--- src/rtl/axi_wdma_sched.sv ---
// Round-robin scheduler sharing one axi_wdma engine between NUM_REQ requesters.
// Grants one requester, forwards its command and stream, then waits for engine idle.
module axi_wdma_sched #(
    parameter int unsigned NUM_REQ      = 2,
    parameter int unsigned ADDRESS_BITS = 32,
    parameter int unsigned LENGTH_BITS  = 32
) (
    input  logic                              aclk,
    input  logic                              aresetn,
    input  logic [NUM_REQ*ADDRESS_BITS-1:0]   s_cmd_address,
    input  logic [NUM_REQ*LENGTH_BITS-1:0]    s_cmd_bytes,
    input  logic [NUM_REQ-1:0]                s_cmd_valid,
    output logic [NUM_REQ-1:0]                s_cmd_ready,
    input  logic [NUM_REQ*32-1:0]             s_tdata,
    input  logic [NUM_REQ*4-1:0]              s_tkeep,
    input  logic [NUM_REQ-1:0]                s_tlast,
    input  logic [NUM_REQ-1:0]                s_tvalid,
    output logic [NUM_REQ-1:0]                s_tready,
    output logic [NUM_REQ-1:0]                s_done,
    output logic [ADDRESS_BITS-1:0]           m_cmd_address,
    output logic [LENGTH_BITS-1:0]            m_cmd_bytes,
    output logic                              m_cmd_valid,
    input  logic                              m_cmd_ready,
    output logic [31:0]                       m_tdata,
    output logic [3:0]                        m_tkeep,
    output logic                              m_tlast,
    output logic                              m_tvalid,
    input  logic                              m_tready,
    output logic                              busy,
    output logic [1:0]                        grant
);

    typedef enum logic [1:0] {S_IDLE, S_CMD, S_DATA, S_DONE} state_t;

    state_t               state;
    logic [1:0]           next_grant;
    logic                 req_any;
    logic                 sel_cmd_valid;
    logic                 sel_tvalid;
    logic [NUM_REQ-1:0]   done_onehot;
    logic                 cmd_fire;
    logic                 last_fire;
    logic                 zero_len;

    // Search starts one past the current grant so the last served requester ranks lowest.
    always_comb begin
        next_grant = grant;
        req_any    = 1'b0;
        for (int unsigned k = 1; k <= NUM_REQ; k++) begin
            for (int unsigned i = 0; i < NUM_REQ; i++) begin
                if (!req_any && s_cmd_valid[i] && i == (32'(grant) + k) % NUM_REQ) begin
                    next_grant = 2'(i);
                    req_any    = 1'b1;
                end
            end
        end
    end

    always_comb begin
        m_cmd_address = '0;
        m_cmd_bytes   = '0;
        m_tdata       = '0;
        m_tkeep       = '0;
        m_tlast       = 1'b0;
        sel_cmd_valid = 1'b0;
        sel_tvalid    = 1'b0;
        s_cmd_ready   = '0;
        s_tready      = '0;
        done_onehot   = '0;
        for (int unsigned i = 0; i < NUM_REQ; i++) begin
            if (grant == 2'(i)) begin
                m_cmd_address  = s_cmd_address[i*ADDRESS_BITS +: ADDRESS_BITS];
                m_cmd_bytes    = s_cmd_bytes[i*LENGTH_BITS +: LENGTH_BITS];
                m_tdata        = s_tdata[i*32 +: 32];
                m_tkeep        = s_tkeep[i*4 +: 4];
                m_tlast        = s_tlast[i];
                sel_cmd_valid  = s_cmd_valid[i];
                sel_tvalid     = s_tvalid[i];
                s_cmd_ready[i] = (state == S_CMD) && m_cmd_ready;
                s_tready[i]    = (state == S_DATA) && m_tready;
                done_onehot[i] = 1'b1;
            end
        end
        m_cmd_valid = (state == S_CMD) && sel_cmd_valid;
        m_tvalid    = (state == S_DATA) && sel_tvalid;
        cmd_fire    = m_cmd_valid && m_cmd_ready;
        last_fire   = m_tvalid && m_tready && m_tlast;
        zero_len    = (m_cmd_bytes == '0);
        busy        = (state != S_IDLE);
    end

    always_ff @(posedge aclk or negedge aresetn) begin
        if (!aresetn) begin
            state  <= S_IDLE;
            grant  <= 2'(NUM_REQ - 1);
            s_done <= '0;
        end else begin
            s_done <= '0;
            unique case (state)
                S_IDLE: begin
                    if (req_any) begin
                        grant <= next_grant;
                        state <= S_CMD;
                    end
                end
                S_CMD: begin
                    if (cmd_fire)
                        state <= zero_len ? S_DONE : S_DATA;
                end
                S_DATA: begin
                    if (last_fire)
                        state <= S_DONE;
                end
                S_DONE: begin
                    // Engine drops cmd_ready the cycle after acceptance, so high here means finished.
                    if (m_cmd_ready) begin
                        s_done <= done_onehot;
                        state  <= S_IDLE;
                    end
                end
                default: state <= S_IDLE;
            endcase
        end
    end

endmodule
--- config.mk ---
export PLATFORM = sky130hd
export DESIGN_NAME = axi_wdma_sched
export DESIGN_NICKNAME = d
export VERILOG_FILES = /design/src/rtl/axi_wdma_sched.sv
export SDC_FILE = /design/constraint.sdc
export NUM_CORES = 1
export LEC_CHECK = 0
export BUFFER_PORTS_ARGS = -buffer_cell sky130_fd_sc_hd__buf_2
export CELL_PAD_IN_SITES_DETAIL_PLACEMENT = 0
export CELL_PAD_IN_SITES_GLOBAL_PLACEMENT = 1
export CORE_AREA = 2 2 124 126
export CTS_CLUSTER_DIAMETER = 30
export CTS_CLUSTER_SIZE = 28
export DETAILED_ROUTE_END_ITERATION = 16
export DIE_AREA = 0 0 126 128
export PLACE_DENSITY_LB_ADDON = 0.25
export RECOVER_POWER = 100
export SLEW_MARGIN = 20
export SYNTH_ARGS = -nofsm -noshare
export SYNTH_HDL_FRONTEND = slang
export SYNTH_SLANG_ARGS = --single-unit
--- constraint.sdc ---
create_clock -name aclk -period 3.1 [get_ports aclk]
set_input_delay 0.155 -clock aclk [delete_from_list [all_inputs] [get_ports aclk]]
set_output_delay 0.155 -clock aclk [all_outputs]
set_load 0.005 [all_outputs]
==> results by group, run 1 <==
Synth
  • Syn Nets: 395
  • Seq/Total Area, Yosys: 0.0732
  • Top_reg_cell synth: dfrtp_1
  • Gate count of the mapped netlist: 181
  • Top-count cell post-synth: mux2_2
  • Post-synth EDFFs: 0
  • Post-synth ARST share: 1.00
  • Synth top area share: 0.659
  • Synthesized area per cell: 9.53 um^2
  • Post-synth top area cell: mux2_2
  • Syn. warnings: 0
  • Area of the mapped netlist: 0.00173 mm^2
  • Post-synth top cells: mux2_2, nor4_1, buf_2
  • Flip-flop and latch count after synthesis: 5
  • Area contributors post-synth: mux2_2, dfrtp_1, nor4_1
  • Synth unique cells: 30

Worst setup path
  • Max incr delay on CP: 0.79 ns
  • Setup CP Type: reg -> out
  • Req. time, crit path: 2.94 ns
  • Critical path's slowest cell: dfstp_4
  • Reg2Reg Setup Slack: 0.82 ns
  • Reg2reg start: grant[0]$_DFFE_PN1P_
  • Reg2reg end: state[0]$_DFFE_PN0P_
  • Critical Path End Type: output pin
  • Critical path cell sequence: buf_4 > mux2_1 > buf_2
  • Worst Path Max Fanout: 49
  • Cell family with most CP delay: flip-flops
  • Worst path bufs/invs: 2
  • CP arrival: 2.17 ns
  • Worst setup SP type: register
  • Reg2reg path depth: 5

Floorplan
  • DIE AREA: 0.0161 mm^2
  • Cell Rows: 45
  • CORE AREA: 0.0149 mm^2
  • I/O pin total: 322
  • Die H: 128 um
  • Starting Density: 0.116
  • Die width: 126 um

CTS
  • Clock-pin slew on the worst setup and hold paths: 0.03 ns
  • Sink Count: 5
  • H-tree depth: 1
  • Later-pin clock latency in the skew report: 0.22 ns
  • CTS tree: done
  • CTS resizes: 0
  • Clock Path Buffers: 2
  • Setup repair bufs after CTS: 0
  • CTS root buffer: clkbuf_16
  • Hold Buf Count CTS: 1
  • CTS buffer count: 3

Pwr
  • PwrDens: 570 mW/mm^2
  • Sequential share of power: 0.090
  • Power, Total: 2010 uW
  • Clock network power share: 0.104
  • NetSw: 826 uW
  • Logic pwr share: 0.807
  • Internal power: 1190 uW
  • Leak pwr: 0.00179 uW
  • VDD IR max: 0.000233 V
  • Sw frac: 0.410

Worst hold path
  • Hold Path Class: in -> reg
  • Hold path start: s_cmd_valid[0]
  • Worst hold stages: 2
  • Hold endpoint: grant[0]$_DFFE_PN1P_

Placed design
  • Post-DP HPWL: 8810 um
  • Placed instance area: 0.00351 mm^2
  • Port Buf Inserts: 320
  • Routability-driven placement congestion ratio: 0.693

STA
  • RSZ-0062 raised after global routing: no
  • Final period util: 0.749
  • Final hold violations: 0
  • Worst-margin pin slew: 0.599 ns
  • Setup TNS: 0 ns
  • Min cycle time layout: 2.32 ns
  • Slew Limit Fails: 0
  • Slew HR: 0.600
  • Worst Skew: 0.00169 ns
  • Final Setup Violations: 0
  • Max Clk Rate: 0.431 GHz

Global route
  • Largest net degree at the start of global routing: 50
  • GRT Total Usage: 0.105
  • Remaining Overflow, GRT: 0
  • Initial antenna violation count: 0
  • First-pass GRT wire length: 13500 um
  • Vias in the first global route: 2603

Detailed routing
  • Total routed wirelength: 9700 um
  • Via/cell ratio: 3.97
  • DR DRC count: 0
  • DRT iter0 DRCs: 45
  • Post-route antenna net violation count: 0
  • Routed len/inst: 14.2 um
  • Vias post-DR: 2709
  • Pre-antenna DRT Iters: 4

Layout
  • # diodes: 0
  • Design Area, Final: 0.00353 mm^2
  • Area Growth Syn to Fin: 105%
  • Share of layout cells above drive strength 1: 0.751
  • Nets: 709

Flow run
  • Max-cap viol count: 0

Outcome
  • Status: completed
-- power groups by stage --
stage	clock, uW	sequential (uW)	combinational, uW
global placement	0	179	1700
detailed placement	0	183	1700
floorplan	0	120	1070
global route	218	191	1780
CTS	212	182	1710
finish	208	180	1620
-- cell families after synthesis --
kind of cell,after synthesis,share of synthesized area
other,1,0.00217
DFF,5,0.0732
adders and majority gates,4,0.0290
buffers and inverters,18,0.0522
and+or+nand+nor,40,0.133
AOI/OAI and AO/OA,9,0.0334
muxes,104,0.677
-- cell usage in the layout, fill, tap and decap left out, types with 2 or more instances in the layout --
cell type,n
a21oi_1,4
a31oi_1,2
and3_1,3
and3b_1,2
buf_2,267
buf_4,2
clkbuf_1,53
clkbuf_16,3
dfrtp_1,4
ha_1,4
inv_1,4
mux2_1,5
mux2_2,97
mux2i_1,2
nand2_1,3
nand4_1,2
nor2_1,7
nor2b_1,2
nor3_1,4
nor4_1,12
-- area by class of cell --
| type | count | area [um^2] |
|---|---|---|
| flip-flops and latches | 5 | 130 |
| clock buffers | 4 | 78.8 |
| fillers | 1700 | 11300 |
| inverters | 4 | 15.0 |
| multi-input cells | 158 | 1510 |
| repair buffers | 323 | 1560 |
| well taps | 188 | 235 |
-- worst max path at each step --
stage	slack [ns]	to	start	depth (start not counted)
6_report	0.78	m_tdata[9]	grant[0]$_DFFE_PN1P_	3
5_1_grt	0.61	state[0]$_DFFE_PN0P_	grant[0]$_DFFE_PN1P_	5
4_1_cts	0.71	state[0]$_DFFE_PN0P_	grant[0]$_DFFE_PN1P_	5
3_5_place_dp	0.72	state[0]$_DFFE_PN0P_	grant[0]$_DFFE_PN1P_	5
3_3_place_gp	0.86	state[0]$_DFFE_PN0P_	grant[0]$_DFFE_PN1P_	5
2_1_floorplan	1.32	state[1]$_DFFE_PN0P_	grant[0]$_DFFE_PN1P_	5
-- routing by layer --
| layer | vias to the layer above | global-route usage | share of wire |
|---|---|---|---|
| met5 | - | 0 | 0 |
| li1 | 1323 | - | - |
| met3 | 2 | 0.0184 | 0.087 |
| met2 | 188 | 0.204 | 0.53 |
| met4 | 0 | 0.0116 | 0.0034 |
| met1 | 1196 | 0.123 | 0.38 |
-- registers in the layout, indices dropped and copies added (netlist names) --
signal,cells
grant,1
s_done,2
state,2
-- through the flow --
step	std cells	hold slack, ns	util	worst slack [ns]
final	682	0.139	0.237	0.779
after global routing	682	0.150	0.237	0.606
after CTS	682	0.135	0.242	0.707
after detailed placement	677	-0.0211	0.236	0.716
after global placement	677	-0.0190	0.236	0.858
after floorplan	181	-0.141	-	1.32
Note: power is estimated with default switching activity, not from simulation.
==> inputs of run 2 (changes only) <==
==> constraint.sdc (replaced) <==
create_clock -name aclk -period 2.22 [get_ports aclk]
set_input_delay 0.111 -clock aclk [delete_from_list [all_inputs] [get_ports aclk]]
set_output_delay 0.111 -clock aclk [all_outputs]
set_load 0.005 [all_outputs]
==> results by group, run 2 (synthesized netlist as in run 1, its figures left out) <==
Placed design
  • Port Buf Inserts: 320 (unchanged)
  • Routability-driven placement congestion ratio: 0.729 (was 0.693)
  • Post-DP HPWL: 8860 um (was 8810 um)
  • Pre-CTS WS: 0.0413 ns (was 0.716 ns)

Layout
  • Area Growth Syn to Fin: 107% (was 105%)
  • Util after Layout: 0.240 (was 0.237)
  • FILL cells: 1683 (was 1700)
  • Commonest cells after routing, fill and taps aside: buf_2, mux2_2, clkbuf_1 (unchanged)
  • Biggest regs: s_done (2), state (2), grant (1) (unchanged)
  • # diodes: 0 (unchanged)
  • Share of layout cells above drive strength 1: 0.750 (was 0.751)
  • Nets: 711 (was 709)
  • Commonest non-fill, non-tap cell in the layout: buf_2 (unchanged)

STA
  • RSZ-0062 raised after global routing: no (unchanged)
  • Final hold violations: 0 (unchanged)
  • Final Setup Violations: 0 (unchanged)
  • Setup ws final: 0.212 ns (was 0.779 ns)
  • Worst Skew: 0.00177 ns (was 0.00169 ns)
  • Final period util: 0.904
  • Min cycle time layout: 2.01 ns
  • Hold WS: 0.102 ns (was 0.139 ns)
  • Max Clk Rate: 0.498 GHz
  • Slew Limit Fails: 0 (unchanged)
  • Setup TNS: 0 ns (unchanged)

Floorplan
  • DIE AREA: 0.0161 mm^2 (unchanged)
  • Die width: 126 um (unchanged)
  • I/O pin total: 322 (unchanged)
  • Cell Rows: 45 (unchanged)
  • CORE AREA: 0.0149 mm^2 (unchanged)
  • Die H: 128 um (unchanged)
  • Starting Density: 0.116 (unchanged)

Pwr
  • PwrDens: 806 mW/mm^2 (was 570 mW/mm^2)
  • VDD IR max: 0.000296 V (was 0.000233 V)
  • Power, Total: 2880 uW (was 2010 uW)
  • Leak pwr: 0.00181 uW (was 0.00179 uW)

Outcome
  • Status: completed (unchanged)

Global route
  • Initial antenna violation count: 0 (unchanged)
  • Remaining Overflow, GRT: 0 (unchanged)
  • First-pass GRT wire length: 13400 um (was 13500 um)
  • Vias in the first global route: 2649 (was 2603)
  • Largest net degree at the start of global routing: 47 (was 50)
  • GRT Total Usage: 0.104 (was 0.105)

CTS
  • H-tree depth: 1 (unchanged)
  • Sink Count: 5 (unchanged)
  • CTS tree: done (unchanged)
  • Clock-pin slew on the worst setup and hold paths: 0.03 ns (about the same)
  • CTS buffer count: 3 (unchanged)
  • Later-pin clock latency in the skew report: 0.23 ns (was 0.22 ns)
  • Setup repair bufs after CTS: 0 (unchanged)
  • CTS root buffer: clkbuf_16 (unchanged)
  • Clock Path Buffers: 2 (unchanged)

Worst setup path
  • Critical path's slowest cell: dfstp_4 (unchanged)
  • Worst setup SP type: register (unchanged)
  • Worst Path Max Fanout: 42 (was 49)
  • Critical Path End Type: register (was output pin)
  • Max incr delay on CP: 0.72 ns (was 0.79 ns)
  • Setup CP Type: reg -> reg (was reg -> out)
  • Critical path cell sequence: buf_6 > a21oi_1 > nor4_1 > o2111ai_1 > a31oi_1 (was buf_4 > mux2_1 > buf_2)
  • CP arrival: 2.15 ns (was 2.17 ns)
  • Cell family with most CP delay: flip-flops (unchanged)
  • Req. time, crit path: 2.36 ns (was 2.94 ns)
  • Worst path bufs/invs: 1 (was 2)

Detailed routing
  • Post-route antenna net violation count: 0 (unchanged)
  • Routed len/inst: 14.3 um (was 14.2 um)
  • DRT iter0 DRCs: 52 (was 45)
  • DR DRC count: 0 (unchanged)
  • Total routed wirelength: 9810 um (was 9700 um)
  • Pre-antenna DRT Iters: 4 (unchanged)
  • Vias post-DR: 2717 (was 2709)
  • Via/cell ratio: 3.97 (about the same)

Worst hold path
  • Hold Path Class: in -> reg (unchanged)

Flow run
  • Max-cap viol count: 0 (unchanged)
-- run 2: area by class of cell --
| type | count | area [um^2] | share of cell area |
|---|---|---|---|
| clock buffer | 4 | 78.8 | 0.0221 |
| inverter | 4 | 15.0 | 0.00421 |
| multi-input combinational | 158 | 1520 | 0.425 |
| sequential | 5 | 130 | 0.0365 |
| tap | 188 | 235 | 0.0659 |
| timing repair buffer | 325 | 1590 | 0.447 |
-- run 2: stage by stage --
step                instances  cell area [um^2]
floorplan                 181              1730
CTS                       684              3620
detailed placement        679              3530
global route              684              3570
finish                    684              3570
global placement          679              3530
-- run 2: repair_timing --
action                                  CTS  global route
hold endpoints to repair                  5             0
endpoints found under the setup margin    0             1
hold buffers                              1             0
resized for setup                         0             2
-- run 2: power breakdown --
part	internal (uW)	switching, uW	total [uW]
Clock	238	60.5	299
Sequential	145	76.9	222
Combinational	1320	1040	2360
-- run 2: final timing paths --
check / startpoint / depth (start not counted) / slack [ns] / to
min reg2reg: state[1]$_DFFE_PN0P_ / 1 / 0.58 / state[1]$_DFFE_PN0P_
max reg2reg: grant[0]$_DFFE_PN1P_ / 5 / 0.21 / state[0]$_DFFE_PN0P_
min in group asynchronous: aresetn / 2 / 0.29 / s_done[0]$_DFF_PN0_
min: s_cmd_valid[0] / 2 / 0.10 / grant[0]$_DFFE_PN1P_
max in group asynchronous: aresetn / 2 / 1.64 / grant[0]$_DFFE_PN1P_
max: grant[0]$_DFFE_PN1P_ / 5 / 0.21 / state[0]$_DFFE_PN0P_
-- run 2: metal layers --
metal / vias up / GRT usage / routed length, um
met1: 1203 / 0.114 / 3580
met5: - / 0 / 0
met3: 4 / 0.0163 / 856
met4: 0 / 0.0175 / 55
met2: 192 / 0.212 / 5310
li1: 1318 / - / -
